<file path="src/rtl/snake_pkg.sv">
// Shared codes for the snake game: FSM states, collision results and
// movement directions, used by the controller and the drawing stage.
package snake_pkg;

    typedef enum logic [1:0] {
        ST_IDLE = 2'b00,
        ST_PLAY = 2'b01,
        ST_OVER = 2'b11
    } game_state_t;

    typedef enum logic [1:0] {
        COL_NONE  = 2'b00,
        COL_FATAL = 2'b01,
        COL_APPLE = 2'b10
    } collision_t;

    typedef enum logic [1:0] {
        DIR_UP    = 2'b00,
        DIR_RIGHT = 2'b01,
        DIR_DOWN  = 2'b10,
        DIR_LEFT  = 2'b11
    } dir_t;

    localparam int SCORE_W = 8;

endpackage

</file>
<file path="src/rtl/btn_sync.sv">
// Two-flop synchronizer for the asynchronous start button plus a
// rising-edge detector producing a one-cycle start pulse.
module btn_sync (
    input  logic clk,
    input  logic reset,
    input  logic btn,
    output logic start_edge
);

    logic s0, s1, s2;

    always_ff @(posedge clk) begin
        if (reset) begin
            s0 <= 1'b0;
            s1 <= 1'b0;
            s2 <= 1'b0;
        end else begin
            s0 <= btn;
            s1 <= s0;
            s2 <= s1;
        end
    end

    assign start_edge = s1 & ~s2;

endmodule

</file>
<file path="src/rtl/snake_game_ctrl.sv">
// Game controller: per-frame collision detection, scoring, step timing
// and the IDLE/PLAY/GAME_OVER state machine.
module snake_game_ctrl
    import snake_pkg::*;
#(
    parameter int H_RES           = 640,
    parameter int V_RES           = 480,
    parameter int BORDER          = 10,
    parameter int FRAMES_PER_STEP = 8,
    parameter int GO_FRAMES       = 60
) (
    input  logic         clk,
    input  logic         reset,
    input  logic [9:0]   x_pos,
    input  logic [9:0]   y_pos,
    input  logic         frame_end,
    input  logic         head_active,
    input  logic         body_active,
    input  logic         apple_active,
    input  logic         btn_start,
    output logic         update,
    output logic [1:0]   collision,
    output logic [1:0]   game_state,
    output logic [SCORE_W-1:0] score
);

    localparam int SW = $clog2(FRAMES_PER_STEP);
    localparam int GW = $clog2(GO_FRAMES + 1);

    game_state_t state_q, state_d;
    logic        start_edge;
    logic        enter_play;
    logic [9:0]  x_d, y_d;
    logic        wall_px;
    logic        fatal_f, apple_f;
    logic [SW-1:0] step_cnt;
    logic [GW-1:0] go_cnt;
    logic        step_wrap;
    logic        go_done;
    collision_t  coll_q;

    btn_sync u_btn_sync (
        .clk        (clk),
        .reset      (reset),
        .btn        (btn_start),
        .start_edge (start_edge)
    );

    // The *_active inputs lag the pixel coordinates by one cycle.
    assign wall_px = (x_d < 10'(BORDER)) || (x_d >= 10'(H_RES - BORDER)) ||
                     (y_d < 10'(BORDER)) || (y_d >= 10'(V_RES - BORDER));

    assign step_wrap = (step_cnt == SW'(FRAMES_PER_STEP - 1));
    assign go_done   = (go_cnt >= GW'(GO_FRAMES));

    always_ff @(posedge clk) begin
        if (reset) state_q <= ST_IDLE;
        else       state_q <= state_d;
    end

    always_comb begin
        state_d    = state_q;
        enter_play = 1'b0;
        case (state_q)
            ST_IDLE: if (start_edge) begin
                state_d    = ST_PLAY;
                enter_play = 1'b1;
            end
            ST_PLAY: if (frame_end && fatal_f) state_d = ST_OVER;
            ST_OVER: if (start_edge && go_done) begin
                state_d    = ST_PLAY;
                enter_play = 1'b1;
            end
            default: state_d = ST_IDLE;
        endcase
    end

    always_ff @(posedge clk) begin
        if (reset) begin
            x_d      <= '0;
            y_d      <= '0;
            fatal_f  <= 1'b0;
            apple_f  <= 1'b0;
            coll_q   <= COL_NONE;
            score    <= '0;
            step_cnt <= '0;
            go_cnt   <= '0;
            update   <= 1'b0;
        end else begin
            x_d    <= x_pos;
            y_d    <= y_pos;
            update <= 1'b0;

            if (frame_end) begin
                fatal_f <= 1'b0;
                apple_f <= 1'b0;
            end else if (state_q == ST_PLAY) begin
                if (head_active && (body_active || wall_px)) fatal_f <= 1'b1;
                if (head_active && apple_active)             apple_f <= 1'b1;
            end

            if (enter_play) begin
                score  <= '0;
                coll_q <= COL_NONE;
                if (state_q == ST_IDLE) step_cnt <= '0;
            end else if (frame_end) begin
                if (state_q == ST_PLAY) begin
                    coll_q   <= fatal_f ? COL_FATAL : (apple_f ? COL_APPLE : COL_NONE);
                    step_cnt <= step_wrap ? '0 : step_cnt + 1'b1;
                    if (!fatal_f && apple_f && score != '1) score <= score + 1'b1;
                    // No step on the frame that ends the game.
                    if (step_wrap && !fatal_f) update <= 1'b1;
                end else begin
                    // The fatal code stays visible for the first GAME_OVER frame.
                    coll_q <= COL_NONE;
                end
            end

            if (state_q != ST_OVER)
                go_cnt <= '0;
            else if (frame_end && !go_done)
                go_cnt <= go_cnt + 1'b1;
        end
    end

    assign collision  = coll_q;
    assign game_state = state_q;

endmodule

</file>
<file path="config.mk">
export PLATFORM = sky130hd
export DESIGN_NAME = snake_game_ctrl
export DESIGN_NICKNAME = d
export VERILOG_FILES = /design/src/rtl/snake_pkg.sv /design/src/rtl/btn_sync.sv /design/src/rtl/snake_game_ctrl.sv
export SDC_FILE = /design/constraint.sdc
export NUM_CORES = 1
export LEC_CHECK = 0
export ABC_AREA = 1
export CAP_MARGIN = 20
export CORE_ASPECT_RATIO = 1.2
export CORE_MARGIN = 10
export CORE_UTILIZATION = 45
export DETAILED_ROUTE_END_ITERATION = 16
export GPL_TIMING_DRIVEN = 0
export HOLD_SLACK_MARGIN = 0.03
export PLACE_DENSITY = 0.81
export SLEW_MARGIN = 20
export SYNTH_ARGS = -nofsm -noshare
export SYNTH_HDL_FRONTEND = slang
export SYNTH_SLANG_ARGS = --single-unit
</file>
<file path="constraint.sdc">
create_clock -name clk -period 1.67 [get_ports clk]
set_input_delay 0.334 -clock clk [delete_from_list [all_inputs] [get_ports clk]]
set_output_delay 0.334 -clock clk [all_outputs]
set_load 0.01 [all_outputs]
</file>
==> summary.txt, run 1 <==
Syn Inst Count: 271
Tot GR Track Use: 0.108
min cycle time layout: 1.58 ns
# DRC: 0
crit path from: score[4]
FF+latch count, synth: 45
post-DR wirelength/cell: 10.3 um
synth top area cells: dfxtp_1, nand2_1, inv_1
clk slew on worst S/H paths: 0.08 ns
setup TNS: 0 ns
Pre-Repair DR Iteration Count: 4
crit start category: register
CTS max path bufs: 2
P per Cell Area: 916 mW/mm^2
Final setup viols: 0
global-route met3 utilization: 0.0361
layout cells sized above 1: 0.0852
MaxCap Viol Count: 0
Post-DP HPWL: 2970 um
layer with the highest usage: met2
final clock skew: 0.00431 ns
P&R area growth vs syn: 30.8%
Skew-Pair Late Insertion Delay: 0.29 ns
Buf/Inv on CP: 1
Arrival @ worst endpoint: 1.25 ns
Synth cell types: 24
layout net count: 351
via/cell ratio: 4.60
crit-path cells: clkdlybuf4s50_1
period utilization: 0.949
number of global-route vias before repair: 1643
port bufs: 36
fin. max-slew vios: 0
M1 GR Usage: 0.108
Syn Area/Cell: 7.22 um^2
Worst-Margin Slew: 0.433 ns
CP max FO: 4
1st-iter DRT viols: 72
largest net degree at the start of global routing: 14
total wire length: 3850 um
GR Util met2: 0.189
Vias: 1717
CTS buffer count: 5
post-synthesis cell area: 0.00196 mm^2
initial antenna violation count: 0
routability cong.: 0.844
CTS tree: done
max incr delay on CP: 0.57 ns
Syn Nets: 306
die height: 92.2 um
Max VDD drop: 504 uV
CTS root buf: clkbuf_8
CP endpoint kind: output pin
Filler cells: 403
Max-slew headroom: 0.712
post-route ant nets: 0
Final Hold Slack: 0.404 ns
sequential-to-total area share from yosys stat: 0.460
Max Clock Freq: 631 MHz
# rows: 26
worst reg2reg path startpoint: game_state[0]
first-pass GRT wire length: 6580 um
Sink Count: 45
Largest delay share family, worst path: buffers and inverters
GR Overflow Total: 0
critical path class: reg2out
core region area: 0.00423 mm^2
setup slack, reg-to-reg: 0.13 ns
P_leak: 1.14 nW
Ys Warns: 0
final hold viol count: 0
CP max stage cell: clkdlybuf4s50_1
full die area: 0.00740 mm^2
share of the synthesized area in the top cell type: 0.460
Die Width: 80.2 um
status: complete, no violations
Starting Density: 0.463
min-delay src: u_btn_sync.s0
critical path data required time: 1.34 ns
# IOs: 40
min-delay worst type: reg2reg
RSZ-0062 raised after global routing: false
number of inserted diodes: 0
cell taking the most area after synthesis: dfxtp_1
H-tree Lvls: 2
[layout by cell type (no fill, tap or decap), drive strengths merged]
cell           netlist  final
nor2                49     49
clkinv               1      1
nor3                 2      2
ha                   8      8
bufinv               0      1
nor4                 1      1
a21boi               1      1
clkbuf               3     11
buf                  1      2
inv                 53     53
nand4                3      3
clkdlybuf4s50        0     36
dfxtp               45     45
or2                  1      1
o21ai                7      7
xnor2                2      2
xor2                 4      4
o21bai               1      1
nand3               15     15
nand2               55     55
a21oi               19     19
[synth_stat cells]
cell type	n
a21oi_2	1
or2_2	1
nand3_1	15
nor4_1	1
nand4_2	1
o21ai_4	1
a21boi_0	1
nor3_4	1
clkinv_1	1
dfxtp_1	45
o21bai_1	1
ha_1	8
xor2_1	4
nor3_1	1
nand4_1	2
xnor2_1	2
inv_2	1
a21oi_1	18
nor2_1	49
inv_1	52
o21ai_0	6
nand2_1	55
clkbuf_1	3
buf_2	1
[per-stage QoR]
step	setup slack, ns	power (mW)	instance area [um^2]	instances	util
finish	0.0857	2.34	2560	373	0.605
global route	0.0133	2.48	2560	373	0.605
CTS	0.0111	2.34	2500	371	0.592
detailed placement	-0.0893	1.52	2390	363	0.564
global placement	-0.0711	1.51	2390	363	0.564
floorplan	0.168	1.39	1960	271	-
[routing by layer]
layer  up-vias  wire length [um]
met1       758              1580
met4         0                89
met3         9               222
met5         -                 0
met2        45              1960
li1        905                 -
[cells by family after synthesis]
kind of cell / Yosys count / synth area share
AND/OR/NAND/NOR: 126 / 0.268
buffers and inverters: 58 / 0.112
XOR/XNOR: 6 / 0.0269
flip-flops: 45 / 0.460
adder cells (fa/ha/maj): 8 / 0.0512
AO/OA/AOI/OAI: 28 / 0.0818
[final timing paths]
path,to,cells after the start
setup / recovery,score[4],1
hold / removal,u_btn_sync.s1,2
setup reg to reg,score[3],7
hold reg to reg,u_btn_sync.s1,2
[repair_timing]
item | CTS | global route
resized for setup | 1 | 12
hold buffers | 0 | 0
endpoints found under the setup margin | 1 | 16
setup buffers | 0 | 2
pin swaps | 0 | 1
[layout make-up]
cell class	count	area, um^2	share of cell area
sequential	45	908	0.355
inverter	54	205	0.0802
timing repair buffer	38	388	0.152
buffer	4	18.8	0.00733
clock buffer	7	86.3	0.0337
multi-input combinational	168	852	0.333
clock inverter	1	30.0	0.0117
tap	56	70.1	0.0274
[power by group]
part | total, mW | switching, mW | internal, mW
clock | 0.821 | 0.333 | 0.487
sequential | 1.15 | 0.0314 | 1.12
combinational | 0.368 | 0.205 | 0.162
total | 2.34 | 0.570 | 1.77
[state kept, by name, summed over array words and instances (netlist names), 2 cells and up]
register    cells
collision       2
y_d             9
score           8
x_d             9
game_state      2
step_cnt        3
go_cnt          6
(Power assumes the default switching activity.)
==> inputs of run 2 (changes only) <==
PLACE_DENSITY = 0.84   (was 0.81)
SKIP_LAST_GASP = 1   (was unset)
clock period = 1.3 ns   (was 1.67 ns; I/O delays follow)
==> summary.txt, run 2 (synthesis results as in run 1) <==
status: finished, violations left
failing checks: negative setup slack
first-pass GRT wire length: 7410 um
P per Cell Area: 1140 mW/mm^2
CTS buffer count: 5
min-delay src: reset
max incr delay on CP: 0.37 ns
Crit. path cell count: 8
core region area: 0.00423 mm^2
Met1 Wirelength: 1890 um
CP endpoint kind: register
fin. max-slew vios: 0
Hold Crit Depth: 2
Max Clock Freq: 713 MHz
Final setup viols: 13
P_leak: 1.25 nW
Final Instance Count excl. Fillers: 379
CTS tree: done
Most common cell on crit path: nor2_1
GR Overflow Total: 0
# rows: 26
CTS root buf: clkbuf_8
number of global-route vias before repair: 1788
min cycle time layout: 1.40 ns
routability cong.: 0.792
crit path from: game_state[1]
Die Width: 80.2 um
RSZ-0062 raised after global routing: true
number of inserted diodes: 0
port bufs: 36
Max VDD drop: 809 uV
Tot GR Track Use: 0.123
setup slack, reg-to-reg: -0.10 ns
CP max stage cell: dfxtp_2
crit-path cells: inv_4 -> ha_4 -> nor2_4 -> nand2_2 -> a21oi_2 -> nor2_1 -> a21oi_1 -> nor2_1
# hold bufs at CTS: 0
Arrival @ worst endpoint: 1.60 ns
via/cell ratio: 4.72
Max-slew headroom: 0.684
Starting Density: 0.463
post-DR wirelength/cell: 12.2 um
Largest regs: x_d: 9 flops, y_d: 9 flops, score: 8 flops
final clock skew: 0.0111 ns
Buf/Inv on CP: 1
# IOs: 40
most frequent cells in the layout: inv_1, nor2_1, nand2_1
min-delay worst type: in2reg
Tot Pwr: 3.15 mW
reg-to-reg endpoint: step_cnt[0]
top sig layer: met4
# DRC: 0
final core utilization: 0.655
routed length on met2: 2450 um
die height: 92.2 um
Largest delay share family, worst path: flip-flops
Final Hold Slack: 0.372 ns
layout cells sized above 1: 0.217
worst reg2reg path startpoint: game_state[1]
critical path data required time: 1.49 ns
H-tree Lvls: 2
Post-DP HPWL: 2990 um
CTS max path bufs: 2
final worst slack: -0.103 ns
Worst-Margin Slew: 0.475 ns
total wire length: 4610 um
post-route ant nets: 0
dpl ws: -0.384 ns
layout net count: 358
Sink Count: 45
reg2reg path depth: 8
Inst Count DP: 363
largest net degree at the start of global routing: 14
routed wl met3: 152 um
Skew-Pair Late Insertion Delay: 0.30 ns
Pre-Repair DR Iteration Count: 4
Vias: 1787
full die area: 0.00740 mm^2
period utilization: 1.08
worst setup path endpoint: step_cnt[0]
initial antenna violation count: 0
1st-iter DRT viols: 100
final hold viol count: 0
critical path class: reg2reg
MaxCap Viol Count: 0
P&R area growth vs syn: 41.6%
clk slew on worst S/H paths: 0.09 ns
CP max FO: 3
crit start category: register
==> run 2: changes by cell type in the layout (fill, tap and decap cells not counted), moves of 5 or more <==
cell / delta
buf_4: +6
inv_1: -6
a21oi_2: +8
nand2_2: +5
clkdlybuf4s50_1: -14
a21oi_1: -8
nand2_1: -9
dlygate4sd2_1: +11
==> run 2: what timing repair did <==
item / in CTS / in global routing
resized for setup: 36 / 32
pin swaps: 14 / 10
buffers inserted: 6 / 1
setup endpoints to repair: 28 / 25
gates cloned: 2 / 0
==> run 2: metrics by stage <==
stage	instance area (um^2)	setup TNS, ns
final	2770	-0.594
after global routing	2770	-1.47
after CTS	2660	-0.346
after detailed placement	2450	-4.69
after global placement	2450	-4.25
after floorplan	2020	0
==> run 2: how the worst min path moves through the flow <==
stage	endpoint	slack, ns
6_report	u_btn_sync.s0	0.37
5_1_grt	u_btn_sync.s0	0.39
4_1_cts	u_btn_sync.s0	0.36
3_5_place_dp	u_btn_sync.s1	0.40
3_3_place_gp	u_btn_sync.s1	0.40
2_1_floorplan	u_btn_sync.s0	0.37
==> run 2: area by class of cell <==
| class | instances | area, um^2 |
|---|---|---|
| timing repair buffer | 44 | 408 |
| clock inverter | 1 | 5.00 |
| inverter | 54 | 213 |
| multi-input combinational | 169 | 1050 |
| tap | 56 | 70.1 |
| buffer | 4 | 22.5 |
| sequential | 45 | 913 |
| clock buffer | 6 | 93.8 |
| fill | 353 | 1460 |
==> run 2: metal layers <==
layer  vias up  global-route usage
met5         -                   0
met4         0              0.0618
met3        10              0.0313
met2        38               0.223
met1       811               0.125
li1        928                   -
==> run 2: power breakdown <==
| part | switching [mW] | total, mW | internal [mW] |
|---|---|---|---|
| Combinational | 0.394 | 0.719 | 0.325 |
| Clock | 0.452 | 0.933 | 0.481 |
| Sequential | 0.0485 | 1.49 | 1.45 |
| Total | 0.894 | 3.15 | 2.25 |
==> inputs of run 3 (changes only) <==
ABC_AREA = 0   (was 1)
CORE_UTILIZATION = 44   (was 45)
==> summary.txt, run 3 <==
FF+latch count, synth: 45
Tot GR Track Use: 0.119
# hold bufs at CTS: 0
Synth cell types: 40
crit start category: register
Pre-Repair DR Iteration Count: 4
P&R area growth vs syn: 45.4%
port bufs: 37
MaxCap Viol Count: 0
Die Width: 78.8 um
final clock skew: 0.0119 ns
min cycle time layout: 1.56 ns
CTS buffer count: 5
Area after DPL: 0.00233 mm^2
Filler cells: 317
number of inserted diodes: 0
fin. max-slew vios: 0
Max-slew headroom: 0.694
CTS root buf: clkbuf_8
clk slew on worst S/H paths: 0.09 ns
Syn Area/Cell: 9.75 um^2
P per Cell Area: 1070 mW/mm^2
Syn Nets: 222
total wire length: 4250 um
status: finished, violations left
period utilization: 1.20
Skew-Pair Late Insertion Delay: 0.30 ns
# DRC: 0
post-synthesis cell area: 0.00182 mm^2
P_leak: 1.04 nW
share of the synthesized area in the top cell type: 0.494
most frequent cells after synthesis: dfxtp_1, nor2b_1, nor2_1
post-synthesis async set-or-reset flop share: 0
min-delay worst type: reg2reg
via/cell ratio: 5.32
Max VDD drop: 735 uV
layer with the highest usage: met2
M1 GR Usage: 0.110
# IOs: 40
post-route ant nets: 0
top_reg_cell synth: dfxtp_1
RSZ-0062 raised after global routing: true
CP endpoint kind: register
Final setup viols: 17
Largest regs: x_d: 9 flops, y_d: 9 flops, score: 8 flops
1st-iter DRT viols: 91
critical path data required time: 1.55 ns
cell taking the most area after synthesis: dfxtp_1
Max Clock Freq: 639 MHz
Tot Pwr: 2.84 mW
failing checks: negative setup slack
GR Util met2: 0.218
EDFF count, synth: 0
global-route met3 utilization: 0.0458
Final Instance Count excl. Fillers: 301
Worst-Margin Slew: 0.460 ns
Inst Count DP: 278
synth top area cells: dfxtp_1, nor2b_1, ha_1
H-tree Lvls: 2
# rows: 25
Starting Density: 0.459
critical path class: reg2reg
CTS tree: done
Vias: 1602
number of global-route vias before repair: 1651
core region area: 0.00397 mm^2
Post-DP HPWL: 2870 um
Ys Warns: 0
Sink Count: 45
final worst slack: -0.264 ns
layout net count: 281
final hold viol count: 0
CP max FO: 6
die height: 90.5 um
Arrival @ worst endpoint: 1.81 ns
Syn Inst Count: 187
sequential-to-total area share from yosys stat: 0.494
post-DR wirelength/cell: 14.1 um
full die area: 0.00713 mm^2
CTS max path bufs: 2
cell area after layout: 0.00265 mm^2
first-pass GRT wire length: 6970 um
most frequent cells in the layout: dfxtp_1, clkdlybuf4s50_1, nor2b_1
layout cells sized above 1: 0.263
largest net degree at the start of global routing: 16
routability cong.: 0.823
commonest non-fill, non-tap cell in the layout: dfxtp_1
dpl ws: -0.594 ns
initial antenna violation count: 0
GR Overflow Total: 0
count leader, synth: dfxtp_1
## run 3: where the power goes
group,switching (mW),leakage (nW),internal [mW]
Combinational,0.226,0.610,0.281
Clock,0.495,0.0481,0.381
Sequential,0.0395,0.377,1.42
Total,0.760,1.04,2.08
## run 3: metal layers
metal	part of all wire	wire [um]	vias up
li1	-	-	783
met1	0.39	1650	770
met2	0.53	2260	38
met3	0.055	236	11
met4	0.027	114	0
met5	0	0	-
## run 3: area by class of cell
type	count	area, um^2	share of cell area
multi-input combinational	131	1030	0.389
sequential	45	936	0.353
timing repair buffer	53	474	0.179
clock buffer	5	68.8	0.0260
tap	54	67.6	0.0255
buffer	5	30.0	0.0113
clock inverter	3	22.5	0.00849
inverter	5	21.3	0.00802
## run 3: kinds of logic after synthesis
logic type	count (synthesis)	synth area share
XOR/XNOR	6	0.0288
multiplexers	4	0.0226
buffers and inverters	11	0.0254
adder cells (fa/ha/maj)	8	0.0549
flip-flops	45	0.494
AO/OA/AOI/OAI	34	0.133
AND/OR/NAND/NOR	79	0.241
## run 3: what timing repair did
item / in CTS / in global routing
setup buffers: 11 / 5
cloned: 0 / 0
resized for setup: 23 / 29
setup endpoints to repair: 42 / 29
pin swaps: 9 / 9
hold endpoints to repair: 0 / 0
## run 3: worst paths after layout
kind / start / endpoint / slack [ns] / depth (start not counted)
worst max-delay path: game_state[1] / score[7] / -0.26 / 6
worst min-delay path: u_btn_sync.s0 / u_btn_sync.s1 / 0.45 / 1
worst max register to register: game_state[1] / score[7] / -0.26 / 6
worst min register to register: u_btn_sync.s0 / u_btn_sync.s1 / 0.45 / 1
## run 3: critical path: stages (launching register included)
cell	delay [ns]
dfxtp_4	0.37
inv_4	0.08
ha_4	0.14
and4b_4	0.26
o31ai_4	0.09
or4_4	0.44
a21oi_2	0.12
## run 3: metrics by stage
| stage | utilization | hold WS [ns] | setup TNS (ns) |
|---|---|---|---|
| global placement | 0.586 | 0.427 | -11.09 |
| global route | 0.667 | 0.466 | -4.05 |
| detailed placement | 0.586 | 0.429 | -12.10 |
| finish | 0.667 | 0.445 | -2.91 |
| CTS | 0.635 | 0.447 | -2.93 |
| floorplan | - | 0.388 | -1.90 |
